## src/rtl/colorshield_scan_ctrl.sv

```systemverilog
// colorshield_scan_ctrl: DM163 row-scan sequencer for the 8x8 RGB shield.
// Pulses shield reset, loads bank 0 with BANK0_VAL, then fetches each row
// of 24-bit pixels (cols 7..0), shifts them MSB-first, latches, and lights
// the row for ROW_HOLD cycles.
// Ports:
//   clk, rst           system clock, sync active-high reset
//   enable             run row scanning (sampled in IDLE / end of dwell)
//   pix_addr, pix_data pixel memory {row,col}; data one cycle after addr
//   shield_rst_n, sck, sda, lat, sb  DM163 pins
//   channel            one-hot active-high row drive
//   init_done, row_done, frame_done  status
module colorshield_scan_ctrl #(
  parameter int unsigned CLK_DIV    = 2,
  parameter int unsigned ROW_HOLD   = 2000,
  parameter int unsigned RST_CYCLES = 8,
  parameter logic [5:0]  BANK0_VAL  = 6'h3F
) (
  input  logic        clk,
  input  logic        rst,
  input  logic        enable,
  output logic [5:0]  pix_addr,
  input  logic [23:0] pix_data,
  output logic        shield_rst_n,
  output logic        sck,
  output logic        sda,
  output logic        lat,
  output logic        sb,
  output logic [7:0]  channel,
  output logic        init_done,
  output logic        row_done,
  output logic        frame_done
);

  localparam int unsigned CELL = 2 * CLK_DIV;
  localparam int unsigned PW   = (CELL > 2) ? $clog2(CELL) : 1;
  localparam int unsigned CMAX =
    (ROW_HOLD > RST_CYCLES) ? ROW_HOLD : RST_CYCLES;
  localparam int unsigned CW   = $clog2(CMAX + 1);

  localparam logic [PW-1:0] PH_RISE   = PW'(CLK_DIV - 1);
  localparam logic [PW-1:0] PH_END    = PW'(CELL - 1);
  localparam logic [CW-1:0] RST_LAST  = CW'(RST_CYCLES - 1);
  localparam logic [CW-1:0] HOLD_LAST = CW'(ROW_HOLD - 1);
  localparam logic [CW-1:0] HOLD_PRE  = CW'(ROW_HOLD - 2);
  localparam logic          HOLD_ONE  = (ROW_HOLD == 1);
  // 24 bits hold four copies of the 6-bit value, so six reloads give
  // the 144 bank-0 bits with the pattern staying in phase.
  localparam logic [23:0]   B0_WORD   = {4{BANK0_VAL}};

  typedef enum logic [2:0] {
    ST_SHRST,
    ST_B0_SHIFT,
    ST_B0_LATCH,
    ST_IDLE,
    ST_FETCH,
    ST_SHIFT,
    ST_LATCH,
    ST_DISPLAY
  } state_e;

  state_e        state_q;
  logic [CW-1:0] cnt_q;
  logic [PW-1:0] ph_q;
  logic [4:0]    bit_q;
  logic [2:0]    idx_q;
  logic [2:0]    row_q;
  logic          fsel_q;
  logic [23:0]   sh_q;

  logic [5:0]    pix_addr_q;
  logic          shield_rst_n_q;
  logic          sck_q;
  logic          sda_q;
  logic          lat_q;
  logic          sb_q;
  logic [7:0]    channel_q;
  logic          init_done_q;
  logic          row_done_q;
  logic          frame_done_q;

  logic cell_rise;
  logic cell_end;
  logic last_bit;

  assign cell_rise = (ph_q == PH_RISE);
  assign cell_end  = (ph_q == PH_END);
  assign last_bit  = (bit_q == 5'd23);

  always_ff @(posedge clk) begin
    if (rst) begin
      state_q        <= ST_SHRST;
      cnt_q          <= '0;
      ph_q           <= '0;
      bit_q          <= '0;
      idx_q          <= '0;
      row_q          <= '0;
      fsel_q         <= 1'b0;
      sh_q           <= '0;
      pix_addr_q     <= '0;
      shield_rst_n_q <= 1'b0;
      sck_q          <= 1'b0;
      sda_q          <= 1'b0;
      lat_q          <= 1'b0;
      sb_q           <= 1'b0;
      channel_q      <= '0;
      init_done_q    <= 1'b0;
      row_done_q     <= 1'b0;
      frame_done_q   <= 1'b0;
    end else begin
      unique case (state_q)
        ST_SHRST: begin
          if (cnt_q == RST_LAST) begin
            shield_rst_n_q <= 1'b1;
            sh_q           <= B0_WORD;
            sda_q          <= B0_WORD[23];
            ph_q           <= '0;
            bit_q          <= '0;
            idx_q          <= '0;
            state_q        <= ST_B0_SHIFT;
          end else begin
            cnt_q <= cnt_q + CW'(1);
          end
        end

        ST_B0_SHIFT: begin
          if (cell_end) begin
            sck_q <= 1'b0;
            ph_q  <= '0;
            if (!last_bit) begin
              bit_q <= bit_q + 5'd1;
              sh_q  <= sh_q << 1;
              sda_q <= sh_q[22];
            end else if (idx_q == 3'd5) begin
              lat_q   <= 1'b1;
              state_q <= ST_B0_LATCH;
            end else begin
              idx_q <= idx_q + 3'd1;
              bit_q <= '0;
              sh_q  <= B0_WORD;
              sda_q <= B0_WORD[23];
            end
          end else begin
            ph_q <= ph_q + PW'(1);
            if (cell_rise) sck_q <= 1'b1;
          end
        end

        ST_B0_LATCH: begin
          lat_q       <= 1'b0;
          sb_q        <= 1'b1;
          init_done_q <= 1'b1;
          state_q     <= ST_IDLE;
        end

        ST_IDLE: begin
          if (enable) begin
            pix_addr_q <= {row_q, 3'd7};
            idx_q      <= 3'd7;
            fsel_q     <= 1'b0;
            state_q    <= ST_FETCH;
          end
        end

        ST_FETCH: begin
          // first cycle presents the address, second captures the data
          if (!fsel_q) begin
            fsel_q <= 1'b1;
          end else begin
            sh_q    <= pix_data;
            sda_q   <= pix_data[23];
            ph_q    <= '0;
            bit_q   <= '0;
            state_q <= ST_SHIFT;
          end
        end

        ST_SHIFT: begin
          if (cell_end) begin
            sck_q <= 1'b0;
            ph_q  <= '0;
            if (!last_bit) begin
              bit_q <= bit_q + 5'd1;
              sh_q  <= sh_q << 1;
              sda_q <= sh_q[22];
            end else if (idx_q == 3'd0) begin
              lat_q   <= 1'b1;
              state_q <= ST_LATCH;
            end else begin
              idx_q      <= idx_q - 3'd1;
              pix_addr_q <= {row_q, idx_q - 3'd1};
              fsel_q     <= 1'b0;
              state_q    <= ST_FETCH;
            end
          end else begin
            ph_q <= ph_q + PW'(1);
            if (cell_rise) sck_q <= 1'b1;
          end
        end

        ST_LATCH: begin
          lat_q        <= 1'b0;
          channel_q    <= 8'd1 << row_q;
          cnt_q        <= '0;
          row_done_q   <= HOLD_ONE;
          frame_done_q <= HOLD_ONE && (row_q == 3'd7);
          state_q      <= ST_DISPLAY;
        end

        ST_DISPLAY: begin
          if (cnt_q == HOLD_LAST) begin
            channel_q    <= '0;
            row_done_q   <= 1'b0;
            frame_done_q <= 1'b0;
            row_q        <= row_q + 3'd1;
            if (enable) begin
              pix_addr_q <= {row_q + 3'd1, 3'd7};
              idx_q      <= 3'd7;
              fsel_q     <= 1'b0;
              state_q    <= ST_FETCH;
            end else begin
              state_q <= ST_IDLE;
            end
          end else begin
            cnt_q <= cnt_q + CW'(1);
            // status pulses coincide with the last lit cycle
            if (cnt_q == HOLD_PRE) begin
              row_done_q   <= 1'b1;
              frame_done_q <= (row_q == 3'd7);
            end
          end
        end
      endcase
    end
  end

  assign pix_addr     = pix_addr_q;
  assign shield_rst_n = shield_rst_n_q;
  assign sck          = sck_q;
  assign sda          = sda_q;
  assign lat          = lat_q;
  assign sb           = sb_q;
  assign channel      = channel_q;
  assign init_done    = init_done_q;
  assign row_done     = row_done_q;
  assign frame_done   = frame_done_q;

endmodule
```

## config.mk

```make
export PLATFORM = sky130hd
export DESIGN_NAME = colorshield_scan_ctrl
export DESIGN_NICKNAME = d
export VERILOG_FILES = /design/src/rtl/colorshield_scan_ctrl.sv
export SDC_FILE = /design/constraint.sdc
export NUM_CORES = 1
export LEC_CHECK = 0
export BUFFER_PORTS_ARGS = -buffer_cell sky130_fd_sc_hd__buf_2
export CAP_MARGIN = 10
export CELL_PAD_IN_SITES_DETAIL_PLACEMENT = 0
export CELL_PAD_IN_SITES_GLOBAL_PLACEMENT = 1
export CORE_UTILIZATION = 30
export DETAILED_ROUTE_END_ITERATION = 10
export GPL_TIMING_DRIVEN = 0
export MAX_ROUTING_LAYER = met4
export PLACE_DENSITY = 0.67
export SYNTH_ARGS = -nofsm -noshare
export SYNTH_HDL_FRONTEND = slang
export SYNTH_SLANG_ARGS = --single-unit
export TNS_END_PERCENT = 10
```

## constraint.sdc

```tcl
create_clock -name clk -period 3.1 [get_ports clk]
set_clock_uncertainty 0.15 [all_clocks]
set_input_delay 0.31 -clock clk [delete_from_list [all_inputs] [get_ports clk]]
set_output_delay 0.31 -clock clk [all_outputs]
set_load 0.005 [all_outputs]
```

== Word-level counts from Yosys, hierarchy flattened ==
Cells that the tools add are included.
Cells by class
  $add $sub $neg: 6
  eq/ne operators: 33
  shift-type cells: 1
  muxes and demuxes: 83
  reduce and logical (&&, ||, !) cells: 26
Operator list (number)
  2-to-1 mux 23 bit: 7
  one-hot mux 23 bit (4 select lines): 1
  2-to-1 mux 3 bit: 19
  2-to-1 mux 6 bit: 6
  2-to-1 mux 5 bit: 7
  one-hot mux 11 bit (3 select lines): 1
  inequality test 2 bit, second input constant: 16
  2-to-1 mux 1 bit: 24
  one-hot mux 3 bit (8 select lines): 1
  equality test 11 bit, second input constant: 2
  2-to-1 mux 11 bit: 2
  AND reduction 7 bit: 3
  one-hot mux 5 bit (4 select lines): 1
  equality test 3 bit, second input constant: 6
  one-hot mux 6 bit (3 select lines): 1
  AND reduction 9 bit: 2
  one-hot mux 8 bit (2 select lines): 1
  one-hot mux 3 bit (5 select lines): 1
  nonzero test 3 bit: 4
  adder 11 x 1 -> 11 bit, second input constant: 1
  equality test 11 x 3 -> 1 bit, second input constant: 1
  AND reduction 2 bit: 5
  2-to-1 mux 2 bit: 4
  2-to-1 mux 8 bit: 1
  22 further kinds: 32
Storage, ports and cells
  register bits: 72
  bits of input ports: 27
  output and inout bits: 22
  logic and storage cells: 166

== Depth between registers and ports, before layout ==
  depth in word-level cells: 5
  gate-level depth with buffers: 8
  gate-level depth less buffers: 7

== Worst setup path before layout ==
Ideal clock, no wire load.
  path type: reg2reg
  from: reg cnt_q[0]
  to: reg bit_q[0]
  data arrival time: 1.922 ns
  data required time: 2.822 ns
  slack: 0.901 ns
  stages on the path, launching flop included: 8
  path buffers: 1
  cell sequence: dfxtp_1 > ha_1 > nor4b_4 > nand4_1 > a221oi_2 > buf_4 > mux2i_1 > nor2_1
On the way
  cells in the longest elaborated chain, start to end: 3
RTL lines
  from (decl): RTL line 62  | logic [CW-1:0] cnt_q;
  from (signal assigned): RTL line 121  | cnt_q <= cnt_q + CW'(1);
  from (signal assigned): RTL line 224  | cnt_q <= cnt_q + CW'(1);
  equality test 11 x 3 -> 1 bit: RTL line 112  | if (cnt_q == RST_LAST) begin
  inequality test 2 bit (no line)
  AND reduction 7 bit (no line)
  to (signal assigned): RTL line 130  | bit_q <= bit_q + 5'd1;
  to (signal assigned): RTL line 182  | bit_q <= bit_q + 5'd1;
  to (decl): RTL line 64  | logic [4:0] bit_q;
Every way passes these cells.
A chain may end at the register's enable or synchronous reset.

== Worst setup path after layout ==
  from: reg bit_q[0]
  to: reg sh_q[0]
On the way
  cells in the longest elaborated chain, start to end: 4
  elaborated cells on any way between the ends: 7
RTL lines
  equality test 5 bit *: RTL line 87  | assign last_bit = (bit_q == 5'd23);
  2-to-1 mux 23 bit: RTL line 129  | if (!last_bit) begin
  2-to-1 mux 23 bit: RTL line 126  | if (cell_end) begin
  one-hot mux 23 bit (4 select lines): RTL line 110  | unique case (state_q)
  to (signal assigned): RTL line 131  | sh_q <= sh_q << 1;
  to (signal assigned): RTL line 169  | sh_q <= pix_data;
  to (signal assigned): RTL line 183  | sh_q <= sh_q << 1;
  to (decl): RTL line 68  | logic [23:0] sh_q;
Every way passes the cells marked *; elsewhere a longest branch is shown, timed or not. The select of a mux whose other input is x is not followed.

==> impl_summary.txt <==
----------------------------------------------------
[Yosys]
  Synth Warn # ... 0
  Fraction of synthesis flops using an asynchronous set or reset pin ... 0%
  Post-synthesis cell count ... 418
  Top-area cell type share of the netlist area ... 39.8%
  Avg Inst Size Synth ... 8.66 um2
  Post-synth top area cell ... dfxtp_1
  Main flop type after synthesis ... dfxtp_1
  Post-synth net total ... 460
  Number of unique standard cell types used by synthesis ... 52
  Number of flops mapped to enable cells by yosys ... 0
  Most frequent cell after synthesis ... dfxtp_1
  Sequential fraction of the synthesis area ... 39.8%
  Top post-synthesis cells by count ... dfxtp_1, nor2_1, a21oi_1
  Number of flip-flops and latches in the synthesized netlist ... 72
  Largest cells by area after synthesis ... dfxtp_1, nor2_1, a211oi_1
  Summed instance area of the synthesized netlist ... 3620 um2

[Worst setup path]
  R2R depth ... 6
  Crit path launch type ... register
  CP Data Required Time ... 3210 ps
  Cell Chain, Critical Path ... ha_1 -> nand4b_1 -> o21ai_1 -> clkbuf_1 -> o21ai_0 -> a311oi_2
  Worst setup slack for register-to-register paths ... 410 ps
  Delay contributed by the slowest stage of the critical path ... 560 ps
  Crit path depth ... 6
  Dominant delay contributor by cell family on the critical path ... compound AO/OA/AOI/OAI gates
  Data arrival at the endpoint of the critical path ... 2790 ps
  Endpoint type of the worst setup path ... register
  Maximum fanout along the worst path ... 10
  Count of buffer and inverter cells on the critical path ... 1
  Worst Path Class, Setup ... register to register
  Max stage delay cell, worst path ... o21ai_1

[Power and ir drop]
  Power density cells ... 568 nW/um2
  Share of total power in the clock network ... 40.9%
  Overall Power ... 2.45 mW
  Worst VDD drop ... 225 uV
  Internal power contribution ... 1.77 mW
  Share of total power in sequential cells ... 42.8%
  Combinational power share ... 16.3%
  Leakage power ... 1.57 nW
  Net switching fraction of the power ... 27.7%
  Net load switching power ... 0.678 mW

[Clock tree]
  Total clock sinks ... 72
  Clock tree buffer depth ... 2
  Hold buffer count at cts ... 0
  Clock tree from TritonCTS ... yes
  Inserted Clock Buffers ... 9
  Clock Latency Late Sink ... 340 ps
  Clock slew at reported path FFs ... 60 ps
  CTS Root Buffer Type ... clkbuf_16
  Maximum level of the CTS H-tree ... 3
  Post-cts sizing count ... 0
  Buffers inserted by post-CTS timing repair ... 0

[Routing]
  Routed Wire Length ... 9800 um
  Routed WL per cell ... 15.7 um
  Count of vias placed by the detailed router ... 3,281
  Pre-Repair DR Iteration Count ... 8
  DRC violations left ... 6
  Number of routed nets with antenna violations ... 0
  Initial DRC count ... 214
  Ratio of routed vias to standard cells ... 5.27

[STA]
  Final hold vios ... 0
  Least-Margin Pin Slew ... 644 ps
  Final worst-path cycle share ... 86.7%
  Relative slew slack ... 57.1%
  PnR worst setup slack ... 412 ps
  Setup TNS Final ... 0 ps
  Final count of pins violating max slew ... 0
  Final number of setup-violating endpoints ... 0
  Maximum clock frequency ... 372 MHz
  Setup repair after global routing missed its margin ... false
  Min Tclk post-route ... 2690 ps

[Global routing]
  Largest net degree at the start of global routing ... 12
  Remaining global-route overflow ... 0
  Total global routing track utilization ... 17.1%
  Wire length of the first global-routing pass ... 16,200 um
  Initial antenna violation count ... 0
  Number of global-route vias before repair ... 3,259

[Finish]
  Growth of design area from synthesis to finish ... 19.2%
  Number of nets in the final layout ... 519
  Final non-filler cell area ... 4320 um2
  Share of post-route cells with drive strength above 1 ... 18.3%
  Final standard cell count with taps included and fillers excluded ... 623
  Antenna Diode Count ... 0

[Floorplan]
  Die height ... 112 um
  Placeable core region ... 11,600 um2
  I/O pin count ... 49
  # rows ... 39
  Starting density of the core ... 31.3%
  Area of the die ... 12,500 um2
  Horizontal die dimension ... 112 um

[Run]
  Reported max-cap violation count ... 0

[Placement]
  HPWL after DPL ... 7030 um
  Placed insts ... 609
  Port Buf Inserts ... 48
  Pre-CTS setup slack ... 448 ps
  Post-DP Area ... 4040 um2
  Routability-driven placement congestion ratio ... 0.771

[Hold path]
  Hold/Removal Path Class ... input port to register
  Number of cells traversed by the worst hold path ... 3

[Status]
  Outcome ... complete, but fails checks
  Violations in the final reports ... DRC

----------------------------------------------------
==> metrics by stage <==
step	utilization, %	hold WS, ps
after global routing	37.3	132
after global placement	34.9	291
after CTS	37.3	134
after detailed placement	34.9	296
after floorplan	-	298
final	37.3	144
==> worst reg2reg max path, stage by stage, from the launching register on <==
cell,delay [ps]
dfxtp_1,370
ha_1,280
nand4b_1,340
o21ai_1,570
clkbuf_1,430
o21ai_0,190
a311oi_2,280
==> per-layer routing <==
| metal | global-route usage (%) | wire length, um | up-vias |
|---|---|---|---|
| met5 | - | 0 | - |
| met4 | 3.78 | 90 | 0 |
| met3 | 5.61 | 514 | 8 |
| met2 | 26.7 | 4470 | 70 |
| met1 | 21.3 | 4730 | 1548 |
| li1 | - | - | 1655 |
==> cells by family (layout without fill, tap and decap cells) <==
family / after synthesis / in the layout / synth area share (%)
xor+xnor: 10 / 10 / 2.42
compound gates: 122 / 122 / 24.0
mux: 9 / 9 / 2.52
simple gates: 147 / 147 / 20.9
fa+ha+maj: 15 / 15 / 5.18
flops: 72 / 72 / 39.8
buf+inv: 43 / 105 / 5.12
==> flip-flops by register name (all words and copies together), names as in the netlist <==
signal	flops
frame_done	1
ph_q	2
cnt_q	11
sda	1
shield_rst_n	1
init_done	1
bit_q	5
pix_addr	6
state_q	3
lat	1
idx_q	3
fsel_q	1
row_done	1
sck	1
row_q	3
sh_q	23
channel	8
==> cells in the final DEF (no fill, tap or decap), types with 6 or more instances in the layout <==
cell	count
clkbuf_16	9
nor3_1	10
clkbuf_1	18
ha_1	15
nor2_1	60
o22ai_1	23
mux2i_1	8
nand4_1	7
inv_1	12
a21oi_1	29
nand2_1	24
dfxtp_1	72
buf_2	55
xnor2_1	6
a211oi_1	26
o21ai_0	8
nand3_1	13
==> worst paths after layout <==
kind                                         startpoint                       to
worst min-delay path                       pix_data[18]    sh_q[18]$_SDFFE_PP0P_
worst max register to register    bit_q[0]$_SDFFE_PP0P_     sh_q[0]$_SDFFE_PP0P_
worst min register to register  channel[5]$_SDFFE_PP0P_  channel[5]$_SDFFE_PP0P_
worst max-delay path              bit_q[0]$_SDFFE_PP0P_     sh_q[0]$_SDFFE_PP0P_
==> area by class of cell <==
cell class,count,area [um2]
buffer,31,140
clock inverter,4,47.5
sequential,72,1440
multi-input combinational,303,1990
inverter,12,45.0
fill,1215,7250
clock buffer,10,229
timing repair buffer,48,240
tap,143,179
==> power by group through the flow <==
| stage | clock network, mW | registers, mW | logic [mW] |
|---|---|---|---|
| global placement | 0 | 1.07 | 0.390 |
| floorplan | 0 | 1.06 | 0.300 |
| detailed placement | 0 | 1.07 | 0.399 |
| global route | 1.08 | 1.06 | 0.445 |
| finish | 1.00 | 1.05 | 0.400 |
| CTS | 1.03 | 1.05 | 0.401 |
Power figures use the tool's default switching activity.
